--- src/rtl/framebuffer_fetch_pkg.sv ---
`default_nettype none
// ============================================================================
// Module  : framebuffer_fetch_pkg
// Brief   : State encoding, width derivation and RAM address composition
//           shared by the multi-subpanel framebuffer fetcher.
// Revision: 1.0  initial release
// ============================================================================
package framebuffer_fetch_pkg;

    localparam logic [1:0] c_ST_IDLE   = 2'd0;
    localparam logic [1:0] c_ST_FETCH  = 2'd1;
    localparam logic [1:0] c_ST_COMMIT = 2'd2;

    typedef enum logic [1:0] {
        ST_IDLE   = c_ST_IDLE,
        ST_FETCH  = c_ST_FETCH,
        ST_COMMIT = c_ST_COMMIT
    } fetch_state_t;

    function automatic int fb_sub_bits(input int num_subpanels);
        return (num_subpanels < 2) ? 1 : $clog2(num_subpanels);
    endfunction

    function automatic int fb_addr_width(input int num_subpanels, input int row_bits,
                                         input int column_bits);
        return fb_sub_bits(num_subpanels) + row_bits + column_bits;
    endfunction

    // Result is {sub, row, col_eff} right-aligned in 32 bits; callers keep the low ADDR_WIDTH bits.
    function automatic logic [31:0] fb_compose_addr(input logic [31:0] sub,
                                                    input logic [31:0] row,
                                                    input logic [31:0] col,
                                                    input logic        invert,
                                                    input int          row_bits,
                                                    input int          column_bits);
        logic [31:0] col_mask;
        logic [31:0] col_eff;
        col_mask = (32'd1 << column_bits) - 32'd1;
        col_eff  = (invert ? ~col : col) & col_mask;
        return (sub << (row_bits + column_bits)) | (row << column_bits) | col_eff;
    endfunction

endpackage
`default_nettype wire

--- src/rtl/framebuffer_fetch_multi_if.sv ---
`default_nettype none
// ============================================================================
// Module  : framebuffer_fetch_multi_if
// Brief   : Request/result bus and RAM read port of the framebuffer fetcher.
// Revision: 1.0  initial release
// ============================================================================
interface framebuffer_fetch_multi_if #(
    parameter int PIXEL_WIDTH   = 16,
    parameter int NUM_SUBPANELS = 2,
    parameter int COLUMN_BITS   = 6,
    parameter int ROW_BITS      = 4
);
    import framebuffer_fetch_pkg::*;

    localparam int c_addr_width = fb_addr_width(NUM_SUBPANELS, ROW_BITS, COLUMN_BITS);

    logic [COLUMN_BITS-1:0]               column_address;
    logic [ROW_BITS-1:0]                  row_address;
    logic                                 column_invert;
    logic                                 pixel_load_start;
    logic [PIXEL_WIDTH-1:0]               ram_data_in;
    logic [c_addr_width-1:0]              ram_address;
    logic                                 ram_clk_enable;
    logic                                 ram_reset;
    logic [NUM_SUBPANELS*PIXEL_WIDTH-1:0] pixel_data;
    logic                                 pixel_load_done;
    logic                                 busy;
    logic                                 start_overrun;

    modport master (
        output column_address, row_address, column_invert, pixel_load_start, ram_data_in,
        input  ram_address, ram_clk_enable, ram_reset, pixel_data, pixel_load_done,
               busy, start_overrun
    );

    modport slave (
        input  column_address, row_address, column_invert, pixel_load_start, ram_data_in,
        output ram_address, ram_clk_enable, ram_reset, pixel_data, pixel_load_done,
               busy, start_overrun
    );

endinterface
`default_nettype wire

--- src/rtl/framebuffer_fetch_multi_fetch_tag_pipe.sv ---
`default_nettype none
// ============================================================================
// Module  : fetch_tag_pipe
// Brief   : LATENCY-deep {valid, sub index} delay line that marks when each
//           issued RAM read returns data.
// Revision: 1.0  initial release
// ============================================================================
module fetch_tag_pipe #(
    parameter int LATENCY  = 1,
    parameter int IDX_BITS = 1
) (
    input  wire logic                clk_in,
    input  wire logic                reset,
    input  wire logic                i_valid,
    input  wire logic [IDX_BITS-1:0] i_idx,
    output logic                     o_valid,
    output logic [IDX_BITS-1:0]      o_idx
);

    logic [IDX_BITS:0] r_stage [LATENCY];

    always_ff @(posedge clk_in) begin
        if (!reset) begin
            for (int i = 0; i < LATENCY; i++) begin
                r_stage[i] <= '0;
            end
        end else begin
            r_stage[0] <= {i_valid, i_idx};
            for (int i = 1; i < LATENCY; i++) begin
                r_stage[i] <= r_stage[i-1];
            end
        end
    end

    assign {o_valid, o_idx} = r_stage[LATENCY-1];

endmodule
`default_nettype wire

--- src/rtl/framebuffer_fetch_multi.sv ---
`default_nettype none
// ============================================================================
// Module  : framebuffer_fetch_multi
// Brief   : Fetches one pixel per subpanel from the framebuffer RAM and
//           publishes all of them atomically with a one-cycle done pulse.
// Revision: 1.0  initial release
// ============================================================================
module framebuffer_fetch_multi
    import framebuffer_fetch_pkg::*;
#(
    parameter int PIXEL_WIDTH   = 16,
    parameter int NUM_SUBPANELS = 2,
    parameter int COLUMN_BITS   = 6,
    parameter int ROW_BITS      = 4,
    parameter int RAM_LATENCY   = 1
) (
    input  wire logic                 clk_in,
    input  wire logic                 reset,
    framebuffer_fetch_multi_if.slave  bus
);

    localparam int c_sub_bits   = fb_sub_bits(NUM_SUBPANELS);
    localparam int c_addr_width = fb_addr_width(NUM_SUBPANELS, ROW_BITS, COLUMN_BITS);
    localparam int c_cnt_bits   = c_sub_bits + 1;
    localparam logic [c_cnt_bits-1:0] c_num_subs = c_cnt_bits'(NUM_SUBPANELS);
    localparam logic [c_sub_bits-1:0] c_last_sub = c_sub_bits'(NUM_SUBPANELS - 1);

    fetch_state_t                         r_state;
    logic [c_cnt_bits-1:0]                r_issue_idx;
    logic [ROW_BITS-1:0]                  r_row;
    logic [COLUMN_BITS-1:0]               r_col;
    logic                                 r_inv;
    logic [NUM_SUBPANELS*PIXEL_WIDTH-1:0] r_shadow;
    logic [NUM_SUBPANELS*PIXEL_WIDTH-1:0] r_pixel;
    logic [c_addr_width-1:0]              r_addr;
    logic                                 r_done;
    logic                                 r_busy;
    logic                                 r_overrun;

    logic                    w_accept;
    logic                    w_issue;
    logic                    w_tag_in_valid;
    logic [c_sub_bits-1:0]   w_tag_in_idx;
    logic                    w_cap_valid;
    logic [c_sub_bits-1:0]   w_cap_idx;
    logic [ROW_BITS-1:0]     w_sel_row;
    logic [COLUMN_BITS-1:0]  w_sel_col;
    logic                    w_sel_inv;
    logic [31:0]             w_addr_full;
    logic [c_addr_width-1:0] w_addr;
    logic                    w_unused_addr_hi;

    assign w_accept = bus.pixel_load_start && (r_state == ST_IDLE || r_state == ST_COMMIT);
    assign w_issue  = (r_state == ST_FETCH) && (r_issue_idx < c_num_subs);

    // Sub 0 is addressed from the live inputs on the accept edge; later subs use the snapshot.
    assign w_tag_in_valid = w_accept || w_issue;
    assign w_tag_in_idx   = w_accept ? '0 : r_issue_idx[c_sub_bits-1:0];
    assign w_sel_row      = w_accept ? bus.row_address    : r_row;
    assign w_sel_col      = w_accept ? bus.column_address : r_col;
    assign w_sel_inv      = w_accept ? bus.column_invert  : r_inv;

    assign w_addr_full = fb_compose_addr(32'(w_tag_in_idx), 32'(w_sel_row), 32'(w_sel_col),
                                         w_sel_inv, ROW_BITS, COLUMN_BITS);
    assign w_addr           = w_addr_full[c_addr_width-1:0];
    assign w_unused_addr_hi = ^w_addr_full[31:c_addr_width];

    fetch_tag_pipe #(
        .LATENCY  (RAM_LATENCY),
        .IDX_BITS (c_sub_bits)
    ) u_tag_pipe (
        .clk_in  (clk_in),
        .reset   (reset),
        .i_valid (w_tag_in_valid),
        .i_idx   (w_tag_in_idx),
        .o_valid (w_cap_valid),
        .o_idx   (w_cap_idx)
    );

    always_ff @(posedge clk_in) begin
        if (!reset) begin
            r_state     <= ST_IDLE;
            r_issue_idx <= '0;
            r_row       <= '0;
            r_col       <= '0;
            r_inv       <= 1'b0;
            r_shadow    <= '0;
            r_pixel     <= '0;
            r_addr      <= '0;
            r_done      <= 1'b0;
            r_busy      <= 1'b0;
            r_overrun   <= 1'b0;
        end else begin
            r_done <= 1'b0;
            if (w_cap_valid) begin
                r_shadow[int'(w_cap_idx)*PIXEL_WIDTH +: PIXEL_WIDTH] <= bus.ram_data_in;
            end
            if (w_tag_in_valid) begin
                r_addr <= w_addr;
            end
            if (w_accept) begin
                r_row       <= bus.row_address;
                r_col       <= bus.column_address;
                r_inv       <= bus.column_invert;
                r_issue_idx <= c_cnt_bits'(1);
            end
            case (r_state)
                ST_IDLE: begin
                    if (w_accept) begin
                        r_state <= ST_FETCH;
                        r_busy  <= 1'b1;
                    end
                end
                ST_FETCH: begin
                    if (bus.pixel_load_start) begin
                        r_overrun <= 1'b1;
                    end
                    if (w_issue) begin
                        r_issue_idx <= r_issue_idx + c_cnt_bits'(1);
                    end
                    if (w_cap_valid && w_cap_idx == c_last_sub) begin
                        r_state <= ST_COMMIT;
                    end
                end
                ST_COMMIT: begin
                    r_pixel <= r_shadow;
                    r_done  <= 1'b1;
                    r_state <= w_accept ? ST_FETCH : ST_IDLE;
                    r_busy  <= w_accept;
                end
                default: begin
                    r_state <= ST_IDLE;
                    r_busy  <= 1'b0;
                end
            endcase
        end
    end

    assign bus.ram_address     = r_addr;
    assign bus.ram_clk_enable  = r_busy;
    assign bus.ram_reset       = ~reset;
    assign bus.pixel_data      = r_pixel;
    assign bus.pixel_load_done = r_done;
    assign bus.busy            = r_busy;
    assign bus.start_overrun   = r_overrun;

endmodule
`default_nettype wire

--- src/flat_wrapper.sv ---
// flat-port wrapper written by rule: the top's interface ports become plain ports
module framebuffer_fetch_multi_flat import framebuffer_fetch_pkg::*;
#(
    parameter int PIXEL_WIDTH   = 16,
    parameter int NUM_SUBPANELS = 2,
    parameter int COLUMN_BITS   = 6,
    parameter int ROW_BITS      = 4,
    parameter int RAM_LATENCY   = 1
)
  (clk_in, reset, bus_column_address, bus_row_address, bus_column_invert, bus_pixel_load_start, bus_ram_data_in, bus_ram_address, bus_ram_clk_enable, bus_ram_reset, bus_pixel_data, bus_pixel_load_done, bus_busy, bus_start_overrun);
  framebuffer_fetch_multi_if #(.PIXEL_WIDTH(PIXEL_WIDTH), .NUM_SUBPANELS(NUM_SUBPANELS), .COLUMN_BITS(COLUMN_BITS), .ROW_BITS(ROW_BITS)) bus_i ();
  input  wire logic clk_in;
  input  wire logic reset;
  input wire logic [$bits(bus_i.column_address)-1:0] bus_column_address;
  input wire logic [$bits(bus_i.row_address)-1:0] bus_row_address;
  input wire logic [$bits(bus_i.column_invert)-1:0] bus_column_invert;
  input wire logic [$bits(bus_i.pixel_load_start)-1:0] bus_pixel_load_start;
  input wire logic [$bits(bus_i.ram_data_in)-1:0] bus_ram_data_in;
  output wire logic [$bits(bus_i.ram_address)-1:0] bus_ram_address;
  output wire logic [$bits(bus_i.ram_clk_enable)-1:0] bus_ram_clk_enable;
  output wire logic [$bits(bus_i.ram_reset)-1:0] bus_ram_reset;
  output wire logic [$bits(bus_i.pixel_data)-1:0] bus_pixel_data;
  output wire logic [$bits(bus_i.pixel_load_done)-1:0] bus_pixel_load_done;
  output wire logic [$bits(bus_i.busy)-1:0] bus_busy;
  output wire logic [$bits(bus_i.start_overrun)-1:0] bus_start_overrun;
  assign bus_i.column_address = bus_column_address;
  assign bus_i.row_address = bus_row_address;
  assign bus_i.column_invert = bus_column_invert;
  assign bus_i.pixel_load_start = bus_pixel_load_start;
  assign bus_i.ram_data_in = bus_ram_data_in;
  assign bus_ram_address = bus_i.ram_address;
  assign bus_ram_clk_enable = bus_i.ram_clk_enable;
  assign bus_ram_reset = bus_i.ram_reset;
  assign bus_pixel_data = bus_i.pixel_data;
  assign bus_pixel_load_done = bus_i.pixel_load_done;
  assign bus_busy = bus_i.busy;
  assign bus_start_overrun = bus_i.start_overrun;
  framebuffer_fetch_multi #(.PIXEL_WIDTH(PIXEL_WIDTH), .NUM_SUBPANELS(NUM_SUBPANELS), .COLUMN_BITS(COLUMN_BITS), .ROW_BITS(ROW_BITS), .RAM_LATENCY(RAM_LATENCY)) u_core (.clk_in(clk_in), .reset(reset), .bus(bus_i));
endmodule
--- config.mk ---
export PLATFORM = sky130hd
export DESIGN_NAME = framebuffer_fetch_multi_flat
export DESIGN_NICKNAME = d
export VERILOG_FILES = /design/src/rtl/framebuffer_fetch_pkg.sv /design/src/rtl/framebuffer_fetch_multi_if.sv /design/src/rtl/framebuffer_fetch_multi_fetch_tag_pipe.sv /design/src/rtl/framebuffer_fetch_multi.sv /design/src/flat_wrapper.sv
export SDC_FILE = /design/constraint.sdc
export NUM_CORES = 1
export LEC_CHECK = 0
export ABC_AREA = 1
export BUFFER_PORTS_ARGS = -buffer_cell sky130_fd_sc_hd__buf_4
export CAP_MARGIN = 20
export CORE_MARGIN = 2
export CORE_UTILIZATION = 43
export CTS_BUF_LIST = sky130_fd_sc_hd__clkbuf_4 sky130_fd_sc_hd__clkbuf_8
export DETAILED_ROUTE_END_ITERATION = 7
export PLACE_DENSITY = 0.69
export SYNTH_ARGS = -nofsm -noshare
export SYNTH_HDL_FRONTEND = slang
export SYNTH_SLANG_ARGS = --single-unit
--- constraint.sdc ---
create_clock -name clk_in -period 1.1 [get_ports clk_in]
set_input_delay 0.055 -clock clk_in [delete_from_list [all_inputs] [get_ports clk_in]]
set_output_delay 0.055 -clock clk_in [all_outputs]
set_load 0.05 [all_outputs]
Word-level counts from Yosys, hierarchy flattened

Memory sizes are Yosys's and may differ from the RTL's.
Cells that the tools add are included.

Input port bits: 30
Memories kept: 1
Register bits after elaboration: 93
Logic and storage cells: 56
Output and inout bits: 48
RAM bits: 2

Memories:

| name                      | words | width | read ports | clocked after Yosys merged registers in | write ports | RTL line                                     | source |
|---|---|---|---|---|---|---|---|
| u_core.u_tag_pipe.r_stage | 1     | 2     | 1          | 0                                       | 1           | framebuffer_fetch_multi_fetch_tag_pipe.sv:20 | `logic [IDX_BITS:0] r_stage [LATENCY];` |

Equality and inequality tests: 4
Add/sub/neg operators: 2
Shift-type cells: 2
Bitwise logic cells: 5
Mux-type cells: 20
Order comparisons: 1
Reductions and logical operators: 10

Operator list:

| kind                                                   | count |
|---|---|
| negator 5 -> 33 bit                                    | 1 |
| variable shift 16 x 33 -> 32 bit, first input constant | 1 |
| indexed part select 16 x 33 -> 32 bit                  | 1 |
| bitwise mux 32 bit                                     | 1 |
| two-way mux 2 bit                                      | 6 |
| two-way mux 6 bit                                      | 2 |
| bitwise OR 11 x 10 -> 11 bit                           | 1 |
| bitwise OR 11 x 6 -> 11 bit                            | 1 |
| two-way mux 1 bit                                      | 8 |
| NOT 6 bit                                              | 1 |
| case mux 2 bit (3 select lines)                        | 1 |
| AND reduction 2 bit                                    | 3 |
| two-way mux 4 bit                                      | 1 |
| logical AND 1 bit                                      | 3 |
| case mux 1 bit (3 select lines)                        | 1 |
| adder 2 x 1 -> 2 bit, second input constant            | 1 |
| equality test 2 x 1 -> 1 bit, second input constant    | 1 |
| equality test 2 bit, second input constant             | 1 |
| logical NOT 2 bit                                      | 1 |
| logical OR 1 bit                                       | 2 |
| less-than comparator 2 bit, second input constant      | 1 |
| != test 2 x 1 -> 1 bit, second input constant          | 1 |
| != test 2 bit, second input constant                   | 1 |
| NOT 1 bit                                              | 2 |
| OR reduction 2 bit                                     | 1 |

Logic depth before layout (Yosys ltp)

Depth after elaboration: 7
Gate-level depth with buffers: 9
Depth with buffers taken out: 8

Cells and area by module

A second synthesis with hierarchy kept.

Cell total of the unflattened synthesis: 496
Area total of the unflattened synthesis: 3677.3 µm²

Modules (own cells, without submodules):

| module                  | area each (µm²) | cells each | times used |
|---|---|---|---|
| framebuffer_fetch_multi | 3622.2          | 490        | 1 |
| fetch_tag_pipe          | 55.1            | 6          | 1 |

Worst setup path after synthesis

OpenSTA, ideal clock, no wires.

Path type: reg2reg
Start: register u_core.r_state[0]
End: register u_core.r_addr[0] (netlist: u_core.bus.ram_address[0])
Setup time: 0.109 ns
Path buffers: 1
Stages on the path, launching flop included: 9
Path slack: 0.015 ns
Data required time: 0.991 ns
Arrival time: 0.977 ns
Path through: dfxtp_1 -> inv_4 -> nor2_4 -> nand2_4 -> nand2_4 -> buf_6 -> nand3_1 -> nand2_1 -> inv_1

Longest elaborated chain between the ends: 7

RTL lines:

| item                                                            | RTL line                       | source |
|---|---|---|
| from (decl)                                                     | framebuffer_fetch_multi.sv:28  | `fetch_state_t r_state;` |
| from (signal assigned)                                          | framebuffer_fetch_multi.sv:128 | `r_state <= w_accept ? ST_FETCH : ST_IDLE;` |
| equality test 2 bit / logical NOT 2 bit (equally long branches) | framebuffer_fetch_multi.sv:53  | `assign w_accept = bus.pixel_load_start && (r_state == ST_IDLE \|\| r_state == ST_COMMIT);` |
| logical OR 1 bit                                                | framebuffer_fetch_multi.sv:53  |  |
| logical AND 1 bit                                               | framebuffer_fetch_multi.sv:53  |  |
| two-way mux 6 bit                                               | framebuffer_fetch_multi.sv:60  | `assign w_sel_col = w_accept ? bus.column_address : r_col;` |
| NOT 6 bit                                                       | framebuffer_fetch_pkg.sv:39    | `col_eff = (invert ? ~col : col) & col_mask;` |
| two-way mux 6 bit                                               | framebuffer_fetch_pkg.sv:39    |  |
| bitwise OR 11 x 6 -> 11 bit                                     | framebuffer_fetch_pkg.sv:40    | `return (sub << (row_bits + column_bits)) \| (row << column_bits) \| col_eff;` |
| to (signal assigned)                                            | framebuffer_fetch_multi.sv:99  | `r_addr <= w_addr;` |
| to (decl)                                                       | framebuffer_fetch_multi.sv:35  | `logic [c_addr_width-1:0] r_addr;` |

Parallel ways exist; a longest one is shown, timed or not.
A chain may end at the register's enable or synchronous reset.

Worst setup path in the final report

Start: register u_core.r_state[0]
End: register u_core.r_addr[2] (netlist: u_core.bus.ram_address[2])

Same word-level chain as after synthesis.

==> flow_summary.yaml <==
run_status:
  status: "finished, violations left"
  violations: "negative setup slack"
power:
  power_mw: 7.601
  p_clk_frac: 0.297
  p_int_mw: 5.164
  ir_drop_mv: 0.9449
  switching_share: 0.3206
  switchingPower_mw: 2.437
  p_leak_nw: 2.294
  p_seq_frac: 0.496
  power_density_mw_per_mm2: 1512
  comb_power_share: 0.207
synthesis:
  synthCells: 486
  syn_avg_cell_area_um2: 7.487
  yosysTopAreaCell: "dfxtp_1"
  synth.net_count: 516
  synth_flop_cell: "dfxtp_1"
  synth-edff-count: 0
  synth_commonest_cells: "151 x nor2_1, 95 x dfxtp_1, 67 x nand2_1, 62 x o21ai_0, 30 x inv_1"
  ys_warn_count: 0
  syn_area_mm2: 0.003638
  yosysSeqAreaShare: 0.5227
  yosysMostFrequentCell: "nor2_1"
  synth-seq-cells: 95
  async_flop_share: 0
  synth_cell_types: 22
  synth.top_cell.area_share: 0.5227
  synth_top_cells_by_area: "dfxtp_1 52%, nor2_1 16%, o21ai_0 8.5%"
sta:
  maxSlewViolCount: 0
  setup_violations: 8
  relSlewSlack: 0.8300
  fmax_mhz: 886.3
  hold_violations: 0
  period_needed_ns: 1.128
  worst_pin_slew_ns: 0.2550
  fin_worst_skew_ns: 0.01392
  final.setup.tns_ns: -0.1134
  layout_setup_ws_ns: -0.02829
  fin_crit_sh: 1.026
  whs_ns: 0.03550
  rsz0062_at_grt: "true"
clock_tree:
  cts.sinks: 95
  clockBufferDepth: 2
  cts_htree_levels: 3
  insertion_delay_ns: 0.37
  clk_pin_slew_worst_paths_ns: 0.10
  root_buffer: "clkbuf_8"
  cts_tree: "yes"
  cts_made_buffers: 9
routing:
  via_per_inst: 4.733
  ant_nets: 0
  dr.first_iter.drc_count: 110
  routed_wl_um: 8965
  route.detailed.drc: 0
  drt-pass1-iter-count: 4
  dr_total_vias: 3318
  post_drt_wl_per_cell_um: 12.79
critical_path:
  crit_required_ns: 1.37
  startpoint_type: "flip-flop"
  r2r_end: "u_core.bus.ram_address[2]$_SDFFE_PN0P_"
  crit_type: "reg2reg"
  cp-end-kind: "flip-flop"
  r2r_setup_slack_ns: -0.03
  worstReg2RegStart: "u_core.r_state[0]$_SDFFE_PN0P_"
  cp_max_fo: 8
  arrival_ns: 1.40
  r2r_cells: 9
placed_design:
  dp.final_hpwl_um: 5573
  place_congestion: 0.8054
  pre_cts_ws_ns: -0.1106
  port-buffer-count: 77
  place_area_mm2: 0.004332
cells_and_area:
  layout-drive-gt1-share: 0.2584
  antenna_cells: 0
  area_growth_pct: 38.20
  stdcell_area_mm2: 0.005029
  fin_nets: 621
floorplanning:
  die_h_um: 95.99
  core_area_mm2: 0.008217
  rows: 33
  ioPinCount: 78
  initial_utilization: 0.4428
  die_x_um: 95.99
  die-area_mm2: 0.009213
global_route:
  grt-busiest-layer: "met2"
  grt_pass1_wl_um: 14300
  grt_overflow: 0
  grt_max_degree: 65
  use_met2: 0.3420
  grt_usage: 0.2004
  use_met3: 0.03524
  grt_use_met1: 0.2496
  grt_pass1_vias: 3158
  antenna_found_initial: 0
worst_hold_path:
  min_path_cells: 4
  min_path_type: "in2reg"
  holdPathEnd: "u_core.r_col[0]$_SDFF_PN0_"
  hold_start: "bus_column_address[0]"
run:
  cap_violations: 0
## worst max path at each step
| stage | from | to | slack, ns | depth (start not counted) |
|---|---|---|---|---|
| 2_1_floorplan | u_core.r_state[0]$_SDFFE_PN0P_ | u_core.bus.ram_address[0]$_SDFFE_PN0P_ | 0.01 | 8 |
| 3_3_place_gp | u_core.r_state[0]$_SDFFE_PN0P_ | u_core.bus.ram_address[2]$_SDFFE_PN0P_ | -0.04 | 8 |
| 3_5_place_dp | u_core.r_state[0]$_SDFFE_PN0P_ | u_core.bus.ram_address[5]$_SDFFE_PN0P_ | -0.11 | 8 |
| 4_1_cts | u_core.r_state[0]$_SDFFE_PN0P_ | u_core.bus.ram_address[2]$_SDFFE_PN0P_ | -0.02 | 9 |
| 5_1_grt | u_core.r_state[0]$_SDFFE_PN0P_ | u_core.bus.ram_address[3]$_SDFFE_PN0P_ | -0.13 | 9 |
| 6_report | u_core.r_state[0]$_SDFFE_PN0P_ | u_core.bus.ram_address[2]$_SDFFE_PN0P_ | -0.03 | 9 |
## per-layer routing
layer  part of all wire  vias up
met5                  0        -
met4              0.019        0
met3              0.038       13
met2               0.48       76
met1               0.47     1488
li1                   -     1741
## flip-flops by register name, summed over array words and instances, names as in the netlist
register and cells:
u_core.r_col 6, u_core.r_inv 1, u_core.bus.pixel_load_done 1, u_core.r_shadow 32, u_core.u_tag_pipe.r_stage 2, u_core.bus.ram_address 11, u_core.bus.busy 1, u_core.bus.start_overrun 1
u_core.bus.pixel_data 32, u_core.r_row 4, u_core.r_issue_idx 2, u_core.r_state 2
## power groups by stage
stage | logic (mW) | registers [mW] | clock network (mW)
floorplan | 0.690 | 4.05 | 0
global placement | 1.26 | 3.83 | 0
detailed placement | 1.29 | 3.83 | 0
CTS | 1.54 | 3.76 | 2.29
global route | 1.72 | 3.80 | 2.44
finish | 1.58 | 3.77 | 2.25
## cell usage in the layout, fill, tap and decap left out, types with 2 or more instances in the layout
cell	n
nand2_1	63
nand3_2	3
nand3b_1	12
buf_8	2
o21ai_1	19
nand2_4	6
a21oi_1	2
nor2_4	2
nand3_1	14
inv_1	28
inv_4	2
buf_4	87
inv_8	3
buf_12	5
clkinvlp_4	2
o21ai_0	46
inv_6	2
nor2_2	9
dfxtp_1	93
o21ai_2	4
clkbuf_8	9
nor2_1	142
dlygate4sd3_1	20
nand2_8	3
nand2_2	7
## area by class of cell
cell class / instances / area, um^2
tap: 105 / 131.4
inverter: 33 / 140.1
clock inverter: 7 / 72.57
clock buffer: 9 / 123.9
fill: 745 / 3188
sequential: 95 / 1907
multi-input combinational: 335 / 1607
timing repair buffer: 117 / 1047
## metrics by stage
step           instances  utilization
2_1_floorplan        486            -
3_3_place_gp         654       0.5272
3_5_place_dp         654       0.5272
4_1_cts              699       0.6016
5_1_grt              701       0.6120
6_report             701       0.6120
## worst max-delay path, cell delays in order, from the launching register on
cell     delay (ns)
dfxtp_4        0.37
inv_8          0.12
buf_12         0.14
nand2_8        0.08
nand2_2        0.07
nand2_1        0.05
nand2_1        0.06
nand3_1        0.07
nand2_1        0.06
inv_1          0.03
## repair_timing
item / in CTS / in global routing
hold buffers: 20 / 0
cloned: 5 / 2
setup buffers: 4 / 0
endpoints found under the setup margin: 18 / 63
pin swaps: 4 / 0
endpoints found under the hold margin: 36 / 0
gates resized for setup: 23 / 35
## logic make-up (layout without fill, tap and decap cells)
family | Yosys count | after routing | synth area share
AND/OR/NAND/NOR | 257 | 262 | 0.2975
AO/OA/AOI/OAI | 73 | 73 | 0.1014
buffers and inverters | 61 | 166 | 0.07840
flip-flops | 95 | 95 | 0.5227
No activity file was read; power rests on OpenSTA's default activity.
